$ cat config.mk
export PLATFORM = sky130hd
export DESIGN_NAME = ps2_key_tracker_flat
export DESIGN_NICKNAME = d
export VERILOG_FILES = /design/src/rtl/ps2_key_tracker_if.sv /design/src/rtl/ps2_key_tracker.sv /design/src/flat_wrapper.sv
export SDC_FILE = /design/constraint.sdc
export NUM_CORES = 1
export LEC_CHECK = 0
export BUFFER_PORTS_ARGS = -buffer_cell sky130_fd_sc_hd__buf_2
export CORE_ASPECT_RATIO = 0.8
export CORE_UTILIZATION = 50
export DETAILED_ROUTE_END_ITERATION = 7
export PLACE_DENSITY = 0.68
export SLEW_MARGIN = 20
export SYNTH_ARGS = -nofsm -noshare
export SYNTH_HDL_FRONTEND = slang
export SYNTH_SLANG_ARGS = --single-unit
$ cat constraint.sdc
create_clock -name clk -period 2.45 [get_ports clk]
set_input_delay 0.1225 -clock clk [delete_from_list [all_inputs] [get_ports clk]]
set_output_delay 0.1225 -clock clk [all_outputs]
set_load 0.03 [all_outputs]
$ cat src/rtl/ps2_key_tracker_if.sv
// PS/2 keyboard tracker bus: raw PS/2 lines in, decoded key events out.
interface ps2_key_tracker_if;
    logic       PS2_CLK;
    logic       PS2_DAT;
    logic [7:0] scancode;
    logic       scancode_valid;
    logic       frame_error;
    logic       key_pressed_pulse;
    logic       key_is_down;

    // Keyboard / host side: drives the PS/2 lines, observes key events
    modport master (
        output PS2_CLK, PS2_DAT,
        input  scancode, scancode_valid, frame_error, key_pressed_pulse, key_is_down
    );

    // Tracker side: samples the PS/2 lines, produces key events
    modport slave (
        input  PS2_CLK, PS2_DAT,
        output scancode, scancode_valid, frame_error, key_pressed_pulse, key_is_down
    );
endinterface

$ cat src/rtl/ps2_key_tracker.sv
// Receive-only PS/2 keyboard front end: synchronises the PS/2 lines,
// deframes 11-bit frames, decodes E0/F0 prefixes and tracks one key.
module ps2_key_tracker #(
    parameter logic [7:0]  KEY_CODE       = 8'h29,
    parameter int unsigned TIMEOUT_CYCLES = 50000
) (
    input  logic              clk,
    input  logic              n_reset,
    ps2_key_tracker_if.slave  bus
);

    localparam int unsigned          TMO_W    = (TIMEOUT_CYCLES > 2) ? $clog2(TIMEOUT_CYCLES) : 1;
    localparam logic [TMO_W-1:0]     TMO_LAST = TMO_W'(TIMEOUT_CYCLES - 1);

    typedef enum logic [1:0] {IDLE, RECV, CHECK} state_t;

    logic             clk_s1_q, clk_s2_q, clk_s3_q;
    logic             dat_s1_q, dat_s2_q;
    logic             fall;

    state_t           state_q;
    logic [9:0]       shift_q;
    logic [3:0]       bit_cnt_q;
    logic [TMO_W-1:0] tmo_q;
    logic             break_pending_q;
    logic             ext_pending_q;

    logic [7:0]       scancode_q;
    logic             scancode_valid_q;
    logic             frame_error_q;
    logic             key_pressed_pulse_q;
    logic             key_is_down_q;

    logic             frame_ok;
    logic [7:0]       rx_byte;

    // Two-flop synchronisers, third clock flop for edge detection; idle bus is high
    always_ff @(posedge clk) begin
        if (!n_reset) begin
            clk_s1_q <= 1'b1;
            clk_s2_q <= 1'b1;
            clk_s3_q <= 1'b1;
            dat_s1_q <= 1'b1;
            dat_s2_q <= 1'b1;
        end else begin
            clk_s1_q <= bus.PS2_CLK;
            clk_s2_q <= clk_s1_q;
            clk_s3_q <= clk_s2_q;
            dat_s1_q <= bus.PS2_DAT;
            dat_s2_q <= dat_s1_q;
        end
    end

    // PS/2 data is valid at the clock's falling edge: previous sample high, current low
    assign fall     = clk_s3_q & ~clk_s2_q;

    // shift_q holds {stop, parity, data[7:0]} once the stop bit has been shifted in
    assign rx_byte  = shift_q[7:0];
    assign frame_ok = (^shift_q[8:0]) & shift_q[9];

    // Frame receiver, timeout and make/break decoder with registered outputs
    always_ff @(posedge clk) begin
        if (!n_reset) begin
            state_q             <= IDLE;
            shift_q             <= '0;
            bit_cnt_q           <= '0;
            tmo_q               <= '0;
            break_pending_q     <= 1'b0;
            ext_pending_q       <= 1'b0;
            scancode_q          <= '0;
            scancode_valid_q    <= 1'b0;
            frame_error_q       <= 1'b0;
            key_pressed_pulse_q <= 1'b0;
            key_is_down_q       <= 1'b0;
        end else begin
            scancode_valid_q    <= 1'b0;
            frame_error_q       <= 1'b0;
            key_pressed_pulse_q <= 1'b0;

            case (state_q)
                IDLE: begin
                    if (fall) begin
                        if (!dat_s2_q) begin
                            state_q   <= RECV;
                            bit_cnt_q <= '0;
                            tmo_q     <= '0;
                        end else begin
                            frame_error_q <= 1'b1;
                        end
                    end
                end

                RECV: begin
                    if (fall) begin
                        shift_q   <= {dat_s2_q, shift_q[9:1]};
                        bit_cnt_q <= bit_cnt_q + 4'd1;
                        tmo_q     <= '0;
                        if (bit_cnt_q == 4'd9) begin
                            state_q <= CHECK;
                        end
                    end else if (tmo_q == TMO_LAST) begin
                        frame_error_q <= 1'b1;
                        state_q       <= IDLE;
                        shift_q       <= '0;
                        bit_cnt_q     <= '0;
                        tmo_q         <= '0;
                    end else begin
                        tmo_q <= tmo_q + 1'b1;
                    end
                end

                CHECK: begin
                    state_q <= IDLE;
                    if (frame_ok) begin
                        scancode_q       <= rx_byte;
                        scancode_valid_q <= 1'b1;
                        if (rx_byte == 8'hE0) begin
                            ext_pending_q <= 1'b1;
                        end else if (rx_byte == 8'hF0) begin
                            break_pending_q <= 1'b1;
                        end else begin
                            if (!ext_pending_q && rx_byte == KEY_CODE) begin
                                if (break_pending_q) begin
                                    key_is_down_q <= 1'b0;
                                end else if (!key_is_down_q) begin
                                    key_is_down_q       <= 1'b1;
                                    key_pressed_pulse_q <= 1'b1;
                                end
                            end
                            break_pending_q <= 1'b0;
                            ext_pending_q   <= 1'b0;
                        end
                    end else begin
                        frame_error_q <= 1'b1;
                    end
                end

                default: state_q <= IDLE;
            endcase
        end
    end

    assign bus.scancode          = scancode_q;
    assign bus.scancode_valid    = scancode_valid_q;
    assign bus.frame_error       = frame_error_q;
    assign bus.key_pressed_pulse = key_pressed_pulse_q;
    assign bus.key_is_down       = key_is_down_q;

endmodule
$ cat src/flat_wrapper.sv
// flat-port wrapper written by rule: the top's interface ports become plain ports
module ps2_key_tracker_flat 
#(
    parameter logic [7:0]  KEY_CODE       = 8'h29,
    parameter int unsigned TIMEOUT_CYCLES = 50000
)
  (clk, n_reset, bus_PS2_CLK, bus_PS2_DAT, bus_scancode, bus_scancode_valid, bus_frame_error, bus_key_pressed_pulse, bus_key_is_down);
  ps2_key_tracker_if bus_i ();
  input  logic clk;
  input  logic n_reset;
  input wire logic [$bits(bus_i.PS2_CLK)-1:0] bus_PS2_CLK;
  input wire logic [$bits(bus_i.PS2_DAT)-1:0] bus_PS2_DAT;
  output wire logic [$bits(bus_i.scancode)-1:0] bus_scancode;
  output wire logic [$bits(bus_i.scancode_valid)-1:0] bus_scancode_valid;
  output wire logic [$bits(bus_i.frame_error)-1:0] bus_frame_error;
  output wire logic [$bits(bus_i.key_pressed_pulse)-1:0] bus_key_pressed_pulse;
  output wire logic [$bits(bus_i.key_is_down)-1:0] bus_key_is_down;
  assign bus_i.PS2_CLK = bus_PS2_CLK;
  assign bus_i.PS2_DAT = bus_PS2_DAT;
  assign bus_scancode = bus_i.scancode;
  assign bus_scancode_valid = bus_i.scancode_valid;
  assign bus_frame_error = bus_i.frame_error;
  assign bus_key_pressed_pulse = bus_i.key_pressed_pulse;
  assign bus_key_is_down = bus_i.key_is_down;
  ps2_key_tracker #(.KEY_CODE(KEY_CODE), .TIMEOUT_CYCLES(TIMEOUT_CYCLES)) u_core (.clk(clk), .n_reset(n_reset), .bus(bus_i));
endmodule
# Yosys cells after proc, flatten, opt, wreduce, memory -nomap -nowiden
# Cells that the tools add are included.
[classes] add_sub_neg=2 eq_ne=12 mux=30 n_bitwise=9 reduce_logical=16
[ops] op="$mux W16" count=4
[ops] op="$pmux W16 S2" count=1
[ops] op="$mux W10" count=2
[ops] op="$add A16 B1 Y16 const B" count=1
[ops] op="$eq A16 B16 Y1 const B" count=1
[ops] op="$eq A8 B8 Y1 const B" count=2
[ops] op="$mux W4" count=4
[ops] op="$mux W1" count=11
[ops] op="$mux W2" count=5
[ops] op="$reduce_and A3 Y1" count=3
[ops] op="$reduce_xor A9 Y1" count=1
[ops] op="$eq A8 B6 Y1 const B" count=1
[ops] op="$pmux W4 S2" count=1
[ops] op="$reduce_and A4 Y1" count=2
[ops] op="$not A1 Y1" count=7
[ops] op="$reduce_or A7 Y1" count=1
[ops] op="$reduce_and A2 Y1" count=3
[ops] op="$reduce_and A5 Y1" count=1
[ops] op="$add A4 B1 Y4 const B" count=1
[ops] op="$eq A4 B4 Y1 const B" count=1
[ops] op="$ne A2 B1 Y1 const B" count=2
[ops] op="$pmux W2 S2" count=1
[ops] op="$reduce_bool A2 Y1" count=2
[ops] op="$ne A3 B1 Y1 const B" count=1
[ops] op="9 further kinds" count=10
[totals] ff_bits=51 inputBits=4 output_inout_bits=12 elab_cells=85

# Logic depth before layout (Yosys ltp)
[depth] depth_word=4 depth_mapped=9 mapped_depth_nobuf=7

# Worst setup path after synthesis
# Ideal clock, no wire load.
[synth_timing] kind="flip-flop to flip-flop" start="register u_core.shift_q[2]" end="register u_core.key_is_down_q (netlist: u_core.bus.key_is_down)" setup_time_ns=0.088 arrival_ns=1.895 t_required_ns=2.362 setup_slack_ns=0.467 stages_incl_launch_ff=10 path_buffers=2 period_less_slack_ns=1.983 cell_sequence="dfxtp_1 inv_1 ha_1 xnor3_1 xnor2_1 and3_1 buf_6 buf_12 a21oi_2 a311oi_2"
[synth_between] elab_chain_len=3 elab_cells_between_ends=9 classes_between="3 x eq/ne; 3 x bitwise; 3 x reduce/logical"
[synth_rtl] element="start: declaration" line_no="ps2_key_tracker.sv:22" source="logic [9:0] shift_q;"
[synth_rtl] element="start signal: assignment" line_no="ps2_key_tracker.sv:95" source="shift_q <= {dat_s2_q, shift_q[9:1]};"
[synth_rtl] element="$reduce_xor A9 Y1 (tied with other cells)" line_no="ps2_key_tracker.sv:59" source="assign frame_ok = (^shift_q[8:0]) & shift_q[9];"
[synth_rtl] element="$and A1 B1 Y1 (tied with other cells)" line_no="ps2_key_tracker.sv:59"
[synth_rtl] element="$reduce_and A5 Y1 (no line) (*)"
[synth_rtl] element="end signal: assignment" line_no="ps2_key_tracker.sv:74" source="key_is_down_q <= 1'b0;"
[synth_rtl] element="end signal: assignment" line_no="ps2_key_tracker.sv:124" source="key_is_down_q <= 1'b0;"
[synth_rtl] element="end signal: assignment" line_no="ps2_key_tracker.sv:126" source="key_is_down_q <= 1'b1;"
[synth_rtl] element="end: declaration" line_no="ps2_key_tracker.sv:32" source="logic key_is_down_q;"
# Mark *: on every way between the ends. The rest lies on a longest branch, timed or not.
# A chain may end at the register's enable or synchronous reset.

# Worst setup path in the final report
[layout_timing] start="register u_core.shift_q[2]" end="register u_core.ext_pending_q"
[layout_between] elab_chain_len=3 elab_cells_between_ends=7 classes_between="3 x eq/ne; 1 x mux; 1 x bitwise; 2 x reduce/logical"
[layout_rtl] element="$eq A8 B8 Y1 (tied with other cells)" line_no="ps2_key_tracker.sv:119" source="end else if (rx_byte == 8'hF0) begin"
[layout_rtl] element="$ne A2 B1 Y1 (no line) / $and A1 B1 Y1 (equally long branches)"
[layout_rtl] element="$reduce_and A3 Y1 (no line)"
[layout_rtl] element="end signal: assignment" line_no="ps2_key_tracker.sv:69" source="ext_pending_q <= 1'b0;"
[layout_rtl] element="end signal: assignment" line_no="ps2_key_tracker.sv:118" source="ext_pending_q <= 1'b1;"
[layout_rtl] element="end signal: assignment" line_no="ps2_key_tracker.sv:131" source="ext_pending_q <= 1'b0;"
[layout_rtl] element="end: declaration" line_no="ps2_key_tracker.sv:26" source="logic ext_pending_q;"
# Several ways; a longest one is shown, not always the timed one.

==> results.ini <==
[status]
status = finished clean

[detailed_routing]
ant_nets = 0
drc_errors = 0
drtIter0Drc = 61
vias_per_cell = 5.27
firstDrtPassIters = 4
via_count = 1635
wl_per_cell_um = 12.9
wirelength_um = 4010

[critical_path]
rrSetupSlack_ns = 0.34
arrival_ns = 2.32
crit_buf_inv = 2
start_kind = flip-flop
crit_path_max_incr_delay_ns = 0.39
crit_path_top_delay_cell = dfxtp_1
critPathCaptureType = flip-flop
critPathKind = flip-flop to flip-flop
critPathRequiredTime_ns = 2.65
cp_cell_sequence = inv_1 > ha_1 > xnor3_1 > xnor2_1 > and3_1 > buf_4 > a21oi_1 > a41o_1
r2r.worst_path.cells = 8
timing.rr.start = u_core.shift_q[2]
rr_endpoint = u_core.ext_pending_q
crit_family = XOR/XNOR gates
critPathMaxFanout = 15

[sta]
post-route-period-util_pct = 86.3
hold_viol = 0
rsz0062_at_grt = false
fmax_ghz = 0.473
finalCriticalPeriod_ns = 2.11
slew_headroom_pct = 68.2
setup_viol = 0
drv_slew = 0
tightest_slew_ns = 0.474
fin_tns_setup_ns = 0
clock_skew_ns = 0.00424

[clock_network]
clk_pin_slew_ns = 0.09
cts-root-buf = clkbuf_8
cts_buffers = 5
clkLatencyLatePin_ns = 0.30
clkSinkCount = 51
cts.repair.resized = 0
cts_tree = yes
postCtsHoldBufs = 2
post_cts_buffers = 0
clockBufferDepth = 2
h-tree-depth = 2

[global_route]
antenna_found_initial = 0
grt_pass1_wl_um = 6900
grt_max_degree = 19
grt_overflow = 0
track_usage_pct = 18.3
grt_pass1_vias = 1513

[worst_hold_path]
min_to = u_core.dat_s2_q
min_from = n_reset
min_path_type = input port to flip-flop
min_path_cells = 2

[yosys]
yosysWarningCount = 0
synth.avg_cell_area_um2 = 9.76
async_reset_ff_share_pct = 0
synthFlopType = dfxtp_1
syn_inst = 234
ys_types = 44
syn_area_um2 = 2280
synth_edf_count = 0
seq_area_frac_synth_pct = 44.7
syn_nets = 249
ys_ff_latch = 51

[power_and_ir_drop]
power_per_cell_area_nw_per_um2 = 536
total_power_w = 0.00133
leakagePower_nw = 0.945
ir_drop_mv = 0.320

[floorplanning]
die_height_um = 62.4
initial_core_util_pct = 53.3
core.rowCount = 21
ioPinCount = 16
chipWidth_um = 77.6
die_area_um2 = 4840
design.core.area_um2 = 4280

[placed_design]
dpl.hpwl_um = 2670
place_inst = 300
port_buffers = 15
gp_congestion = 0.756

[finish]
diodes = 0
stdcell_count = 310
area_delta_synth_final_pct = 8.99
drive_above_1_share_pct = 12.3
fin_nets = 267

[flow_run]
cap_violations = 0

-- synth_stat cells (2+ instances only) --
library cell  count  share of area [%]
mux2i_1           9                3.9
nor2_1           29                4.8
and4_1            3                1.2
nand4_1           5                1.4
inv_1            12                2.0
nand2_1          17                2.8
o21ai_0           2               0.44
a22o_1            9                3.5
xor2_1            9                3.5
dfxtp_1          51                 45
buf_2             3               0.66
a31oi_1           2               0.55
clkbuf_1          3               0.49
nand3_1           8                1.8
a2111oi_4         2                2.4
nand2b_1          7                1.9
and3_1            5                1.4
nor3_1            4               0.88
ha_1             11                6.0
a21oi_1           7                1.5
nor2b_1           6                1.6
xnor2_1           8                3.1
-- stage by stage --
stage          hold WS (ns)  util, %  setup slack (ns)  cell area (µm²)
5_1_grt               0.174     58.1             0.206             2490
4_1_cts               0.153     58.1             0.345             2490
3_5_place_dp          0.307     55.7             0.354             2390
2_1_floorplan         0.224        -             0.467             2280
3_3_place_gp          0.303     55.7             0.420             2390
6_report              0.163     58.1             0.336             2490
-- worst max-delay path by stage --
stage	end	from	depth (start not counted)	slack, ns
3_3_place_gp	u_core.ext_pending_q	u_core.shift_q[2]	8	0.42
2_1_floorplan	u_core.bus.key_is_down	u_core.shift_q[2]	9	0.47
6_report	u_core.ext_pending_q	u_core.shift_q[2]	8	0.34
4_1_cts	u_core.bus.key_is_down	u_core.shift_q[2]	8	0.35
5_1_grt	u_core.bus.key_pressed_pulse	u_core.shift_q[2]	8	0.21
3_5_place_dp	u_core.ext_pending_q	u_core.shift_q[2]	8	0.35
-- layout make-up --
class                      count  area, µm²
fill                         397       1790
timing repair buffer          19        110
multi-input combinational    162       1160
clock inverter                 1       5.00
sequential                    51       1020
tap                           57       71.3
inverter                      13       48.8
clock buffer                   7       76.3
-- cell usage in the layout (no fill, tap or decap), types with 7 or more instances in the layout --
cell,n
a21oi_1,7
a22o_1,9
buf_2,15
dfxtp_1,51
ha_1,11
inv_1,12
mux2i_1,9
nand2_1,17
nand2b_1,7
nand3_1,8
nor2_1,29
xnor2_1,8
xor2_1,9
-- report_power, final --
| group | switching, W | internal, W | total, W |
|---|---|---|---|
| logic | 0.0000242 | 0.0000131 | 0.0000373 |
| registers | 0.00000269 | 0.000833 | 0.000835 |
| clock network | 0.000261 | 0.000201 | 0.000462 |
-- logic make-up after synthesis --
| logic type | count (synthesis) | synth area share (%) |
|---|---|---|
| fa+ha+maj | 11 | 6.03 |
| mux | 9 | 3.95 |
| simple gates | 89 | 19.5 |
| xor+xnor | 18 | 7.51 |
| buf+inv | 21 | 4.66 |
| flops | 51 | 44.7 |
| compound gates | 35 | 13.6 |
-- state kept, by name (all words and copies together) (netlist names) --
register and count:
u_core.bit_cnt_q 4, u_core.break_pending_q 1, u_core.bus.frame_error 1, u_core.bus.key_is_down 1, u_core.bus.key_pressed_pulse 1, u_core.bus.scancode 8, u_core.bus.scancode_valid 1, u_core.clk_s1_q 1
u_core.clk_s2_q 1, u_core.clk_s3_q 1, u_core.dat_s1_q 1, u_core.dat_s2_q 1, u_core.ext_pending_q 1, u_core.shift_q 10, u_core.state_q 2, u_core.tmo_q 16
-- per-layer routing --
metal  track usage [%]  vias to the layer above  routed length (µm)
met2              25.6                       34                1520
met4              7.78                        0                  70
met5                 0                        -                   0
li1                  -                      845                   -
met1              26.9                      749                2220
met3              4.38                        7                 194
Power figures use the tool's default switching activity.
